### src/rtl/bp_me_pkg.sv
// Shared types and constants for the DDR bring-up controller.
package bp_me_pkg;

  localparam int bp_ddr_cfg_bytes_gp = 12;

  typedef enum logic [2:0] {
    e_idle  = 3'd0,
    e_reset = 3'd1,
    e_calib = 3'd2,
    e_ready = 3'd3,
    e_error = 3'd4
  } bp_ddr_init_state_e;

endpackage

### src/rtl/bsg_popcount.sv
// Counts set bits of a vector; output is wide enough for the all-ones case.
module bsg_popcount #(
  parameter int width_p = 1
) (
  input  logic [width_p-1:0]             i,
  output logic [$clog2(width_p+1)-1:0]   o
);

  localparam int w_lp = $clog2(width_p + 1);

  always_comb begin
    o = '0;
    for (int k = 0; k < width_p; k++) begin
      o = o + w_lp'(i[k]);
    end
  end

endmodule

### src/rtl/bp_ddr_init_ctrl.sv
// DDR controller bring-up sequencer: holds the DMC in reset, waits for calibration,
// then opens the DMA gate; config bytes are writable only while the DMC is held.
module bp_ddr_init_ctrl
  import bp_me_pkg::*;
#(
  parameter int num_dma_p       = 1,
  parameter int reset_cycles_p  = 16,
  parameter int calib_timeout_p = 4096
) (
  input  logic                              clk_i,
  input  logic                              reset_i,
  input  logic                              start_i,
  input  logic                              cfg_w_v_i,
  input  logic [3:0]                        cfg_addr_i,
  input  logic [7:0]                        cfg_data_i,
  output logic                              cfg_ready_o,
  output logic [8*bp_ddr_cfg_bytes_gp-1:0]  dmc_cfg_o,
  output logic                              sys_reset_o,
  input  logic                              init_calib_complete_i,
  input  logic [num_dma_p-1:0]              dma_pkt_v_i,
  output logic [num_dma_p-1:0]              dma_pkt_v_o,
  input  logic [num_dma_p-1:0]              dma_pkt_yumi_i,
  output logic [num_dma_p-1:0]              dma_pkt_yumi_o,
  output logic [2:0]                        state_o,
  output logic                              error_o,
  output logic [31:0]                       pkt_count_o
);

  localparam int pop_w_lp = $clog2(num_dma_p + 1);

  bp_ddr_init_state_e r_state, w_state_next;
  logic [31:0]        r_cnt, w_cnt_next;
  logic [31:0]        r_pkt_count;
  logic               w_sys_reset, w_cfg_ready, w_gate_open, w_error;
  logic               w_cfg_we;
  logic [pop_w_lp-1:0] w_yumi_cnt;

  always_ff @(posedge clk_i or posedge reset_i) begin
    if (reset_i) begin
      r_state <= e_idle;
      r_cnt   <= '0;
    end else begin
      r_state <= w_state_next;
      r_cnt   <= w_cnt_next;
    end
  end

  // One shared counter: reset hold counts down, calibration wait counts up.
  always_comb begin
    w_state_next = r_state;
    w_cnt_next   = r_cnt;
    w_sys_reset  = 1'b1;
    w_cfg_ready  = 1'b0;
    w_gate_open  = 1'b0;
    w_error      = 1'b0;
    case (r_state)
      e_idle: begin
        w_cfg_ready = 1'b1;
        if (start_i) begin
          w_state_next = e_reset;
          w_cnt_next   = 32'(reset_cycles_p - 1);
        end
      end
      e_reset: begin
        if (r_cnt == '0) begin
          w_state_next = e_calib;
          w_cnt_next   = '0;
        end else begin
          w_cnt_next = r_cnt - 32'd1;
        end
      end
      e_calib: begin
        w_sys_reset = 1'b0;
        if (init_calib_complete_i) begin
          w_state_next = e_ready;
        end else begin
          w_cnt_next = r_cnt + 32'd1;
          if ((r_cnt + 32'd1) == 32'(calib_timeout_p)) begin
            w_state_next = e_error;
          end
        end
      end
      e_ready: begin
        w_sys_reset = 1'b0;
        w_gate_open = 1'b1;
        if (!init_calib_complete_i) begin
          w_state_next = e_error;
        end
      end
      e_error: begin
        w_error     = 1'b1;
        w_cfg_ready = 1'b1;
        if (start_i) begin
          w_state_next = e_reset;
          w_cnt_next   = 32'(reset_cycles_p - 1);
        end
      end
      default: begin
        w_state_next = e_idle;
        w_cnt_next   = '0;
      end
    endcase
  end

  assign w_cfg_we = cfg_w_v_i & w_cfg_ready;

  // Addresses past the last byte match no slot, so they are acked and dropped.
  genvar gi;
  generate
    for (gi = 0; gi < bp_ddr_cfg_bytes_gp; gi++) begin : g_cfg
      logic [7:0] r_byte;
      always_ff @(posedge clk_i or posedge reset_i) begin
        if (reset_i) begin
          r_byte <= '0;
        end else if (w_cfg_we && (cfg_addr_i == 4'(gi))) begin
          r_byte <= cfg_data_i;
        end
      end
      assign dmc_cfg_o[8*gi +: 8] = r_byte;
    end
  endgenerate

  assign dma_pkt_v_o    = w_gate_open ? dma_pkt_v_i    : '0;
  assign dma_pkt_yumi_o = w_gate_open ? dma_pkt_yumi_i : '0;

  bsg_popcount #(
    .width_p (num_dma_p)
  ) yumi_popcount (
    .i (dma_pkt_yumi_o),
    .o (w_yumi_cnt)
  );

  always_ff @(posedge clk_i or posedge reset_i) begin
    if (reset_i) begin
      r_pkt_count <= '0;
    end else begin
      r_pkt_count <= r_pkt_count + 32'(w_yumi_cnt);
    end
  end

  assign cfg_ready_o = w_cfg_ready;
  assign sys_reset_o = w_sys_reset;
  assign error_o     = w_error;
  assign state_o     = r_state;
  assign pkt_count_o = r_pkt_count;

endmodule

### config.mk
export PLATFORM = sky130hd
export DESIGN_NAME = bp_ddr_init_ctrl
export DESIGN_NICKNAME = d
export VERILOG_FILES = /design/src/rtl/bp_me_pkg.sv /design/src/rtl/bsg_popcount.sv /design/src/rtl/bp_ddr_init_ctrl.sv
export SDC_FILE = /design/constraint.sdc
export NUM_CORES = 1
export LEC_CHECK = 0
export ABC_AREA = 1
export CORE_MARGIN = 5
export CORE_UTILIZATION = 35
export CTS_CLUSTER_DIAMETER = 50
export DETAILED_ROUTE_END_ITERATION = 16
export GPL_ROUTABILITY_DRIVEN = 0
export HOLD_SLACK_MARGIN = 0.05
export PLACE_DENSITY_LB_ADDON = 0.05
export SETUP_SLACK_MARGIN = 0.05
export SYNTH_ARGS = -nofsm -noshare
export SYNTH_HDL_FRONTEND = slang
export SYNTH_SLANG_ARGS = --single-unit
### constraint.sdc
create_clock -name clk_i -period 5.8 [get_ports clk_i]
set_input_delay 0.58 -clock clk_i [delete_from_list [all_inputs] [get_ports clk_i]]
set_output_delay 0.58 -clock clk_i [all_outputs]
set_load 0.02 [all_outputs]
==> impl_results.md <==
* Result of the run: finished, final reports clean
* Portion of total power attributed to combinational logic at 34.9%
* Mapped Cells at 1116
* Final count of hold timing violations at 0
* Cell count after placement at 1559
* Clk network pwr share at 29.4%
* Worst setup skew after layout at 12.63 ps
* Maximum number of pins on one net before global-route repair at 91
* Post-synthesis cell area at 8473 sq um
* Worst slew pin tran at 850.9 ps
* Cell breakdown of the critical path: inv_1 > nand2_1 > nor2_1 > inv_1 > nor2_1 > ha_1 > ha_1 > nand2_1 > nor2_2 > nand2_1 > nor2_1 > nand2_1 > nor3_2 > nand3_1 > nor2_1 > nand2_1 > nor2_2 > nand2_1 > nand2_1 > nand2_1
* GRT met3 Usage at 6.552%
* Switching share of total power at 41.79%
* Shortest period the worst path allows at 3189 ps
* Multi-input combinational cell area at 3875 sq um
* All-Layer GR Usage at 19.47%
* Root buf cell: sky130_fd_sc_hd__clkbuf_16
* H-tree depth at 4
* Largest cells by area after synthesis: sky130_fd_sc_hd__dfrtp_1 (48%), sky130_fd_sc_hd__nand2_1 (15%), sky130_fd_sc_hd__o21ai_0 (9.3%), sky130_fd_sc_hd__nor2_1 (5.3%), sky130_fd_sc_hd__inv_1 (4.2%)
* Placed cell area at 10300 sq um
* Commonest register cell after synthesis: sky130_fd_sc_hd__dfrtp_1
* Number of flops mapped to enable cells by yosys at 0
* Final Power at 4.100 mW
* Internal power component at 2.387 mW
* Die area at 27420 sq um
* Sum Neg Setup Slack at 0 ps
* Total half-perimeter wirelength after legalization and detailed placement at 18900 microns
* Max transition margin at 43.28%
* Type of the worst min-delay path: flop to flop
* Proportion of layout cells with a drive suffix above 1 at 4.815%
* Endpoint arrival time on the critical path at 3510 ps
* Max Root-Sink Buffers at 2
* Die extent in y at 165.6 microns
* CTS tree: yes
* DR DRC count at 0
* Critical path required time at 6120 ps
* Inserted Diodes at 0
* Number of warnings printed during yosys synthesis at 0
* Part of the power in registers at 35.8%
* Buffer count from post-CTS setup fixing at 0
* Number of antenna-violating nets in the routed design at 0
* Number of vias after detailed routing at 7503
* Crit start category: flop
* Net count of the finished layout at 1279
* Sequential cell area fraction in the yosys report at 48.14%
* Detailed Route Iter0 Violations at 461
* Filler cell count at 2523
* Core area at 24110 sq um
* Largest fanout on the critical path at 4
* Setup violators final at 0
* Vias in the first global route at 7341
* TritonCTS Buffers at 17
* TritonCTS Sinks at 163
* Row Count at 57
* Number of distinct library cells after synthesis at 32
* Avg Inst Size Synth at 7.592 sq um
* Final cell count without fillers at 1591
* Slowest cell on the critical path: sky130_fd_sc_hd__dfrtp_1
* Global-route track usage on met2 at 30.44%
* Largest incremental delay on the critical path at 410 ps
* Top delay family on crit path: simple AND/OR/NAND/NOR gates
* Total non-filler cell area in the finished layout at 10930 sq um
* Initial standard-cell utilization of the core at 35.15%
* Type of element capturing the critical path: flop
* Global-route wire length before repair at 41400 microns
* Power Density at 375.0 nW/um^2
* Chip Width at 165.6 microns
* Peak supply drop at 181.3 uV
* Crit Path Category: flop to flop
* I/O Pins at 155
* Global route total overflow at 0
* Hold Buf Count CTS at 0
* Area growth, synth to finish at 29.03%
* Async set-reset flop share out of synthesis at 100.0%
* Maximum capacitance violations at 0
* Static leakage power at 4.972 nW
* Synth top area share at 48.14%
* Most heavily used metal layer in global routing: met2
* Clock transition at the register clock pins on the worst setup and hold paths after CTS at 70 ps
* Maximum operating frequency at 313.6 MHz
* Number of antenna violations at the first check in global routing at 0
* RSZ-0062 raised after global routing: no
* Buffer and inverter count on the worst path at 2
* Total net switching power at 1.713 mW
* Post-cts sizing count at 0
* Period utilization at 54.98%
* Clock insertion delay at the later pin of the skew report at 430 ps
* Nets in the synthesized netlist at 1141
* Count of pins over their slew limit at 0
* Total of buffers placed on input and output ports at 154
* Library cell with the largest summed area after synthesis: sky130_fd_sc_hd__dfrtp_1
* Routed length per placed instance at 16.43 microns
* Top post-synthesis cells by count: sky130_fd_sc_hd__nand2_1 (348), sky130_fd_sc_hd__dfrtp_1 (163), sky130_fd_sc_hd__o21ai_0 (157), sky130_fd_sc_hd__nor2_1 (119), sky130_fd_sc_hd__inv_1 (94)
* FF+latch count, synth at 163
* Global Route met1 Usage at 26.52%
* Most repeated cell in the gate-level netlist after synthesis: sky130_fd_sc_hd__nand2_1
* Most frequent CP cell: sky130_fd_sc_hd__nand2_1
* Via density per instance at 4.716
* Final routed wirelength across all metal layers at 26140 microns
* Register area at 4079 sq um
* First drt pass iteration count at 5
* Final core utilization at 45.35%
## routing by layer
metal | wire length [microns] | share of wire (%)
met1 | 12030 | 46
met2 | 11980 | 46
met3 | 1830 | 7.0
met4 | 297 | 1.1
met5 | 0 | 0
## cell type report
cell class / count / area share, %
Clock inverter: 15 / 1.900
Multi-Input combinational cell: 818 / 35.44
Tap cell: 324 / 3.708
Inverter: 95 / 3.307
Clock buffer: 17 / 3.891
Sequential cell: 163 / 37.31
Timing Repair Buffer: 159 / 14.44
## path summary, 6_finish.rpt
path / start / to / slack [ps] / cells after the start
worst max-delay path: state_o[2] / pkt_count_o[30] / 2610 / 20
worst min-delay path: pkt_count_o[31] / pkt_count_o[31] / 480 / 1
worst max register to register: state_o[2] / pkt_count_o[30] / 2610 / 20
worst min register to register: pkt_count_o[31] / pkt_count_o[31] / 480 / 1
max in group asynchronous: reset_i / r_cnt[27] / 3940 / 3
min in group asynchronous: reset_i / pkt_count_o[26] / 700 / 2
## logic make-up after synthesis
| kind of cell | after synthesis | synth area share (%) |
|---|---|---|
| buffers and inverters | 135 | 6.232 |
| AOI/OAI and AO/OA | 177 | 10.68 |
| xor gates and xnor gates | 53 | 5.478 |
| and+or+nand+nor | 582 | 28.59 |
| adders and majority gates | 6 | 0.8860 |
| DFF | 163 | 48.14 |
## sequential cells by signal, indices dropped and copies added, names as in the netlist
name	cells
r_cnt	32
g_cfg.r_byte	96
state_o	3
pkt_count_o	32
## power groups by stage
stage / combinational, mW / sequential, mW / clock (mW)
floorplan: 1.11 / 1.41 / 0
global placement: 1.43 / 1.48 / 0
detailed placement: 1.44 / 1.48 / 0
CTS: 1.44 / 1.46 / 1.25
global route: 1.65 / 1.49 / 1.29
finish: 1.43 / 1.47 / 1.20
## per-stage QoR
stage	hold WS [ps]	setup WS, ps
floorplan	545.6	815.0
global placement	464.7	2556
detailed placement	464.6	2512
CTS	479.2	2555
global route	505.4	2173
finish	476.1	2611
## placed cells by master, fill, tap and decap left out, types with 5 or more instances in the layout
cell,netlist,layout
sky130_fd_sc_hd__nor2_2,7,8
sky130_fd_sc_hd__clkdlybuf4s50_1,0,154
sky130_fd_sc_hd__clkbuf_16,0,17
sky130_fd_sc_hd__dfrtp_1,163,163
sky130_fd_sc_hd__inv_1,94,93
sky130_fd_sc_hd__o21ai_0,157,157
sky130_fd_sc_hd__a21oi_1,9,9
sky130_fd_sc_hd__buf_4,1,5
sky130_fd_sc_hd__o22ai_1,6,6
sky130_fd_sc_hd__clkinv_8,0,5
sky130_fd_sc_hd__nand2_1,348,348
sky130_fd_sc_hd__nor2_1,119,118
sky130_fd_sc_hd__xor2_1,40,40
sky130_fd_sc_hd__nor3_1,21,21
sky130_fd_sc_hd__xnor2_1,13,13
sky130_fd_sc_hd__nand3_1,54,54
sky130_fd_sc_hd__nor2_4,5,5
sky130_fd_sc_hd__ha_1,6,6
sky130_fd_sc_hd__nand4_1,17,17
(Power assumes the default switching activity.)
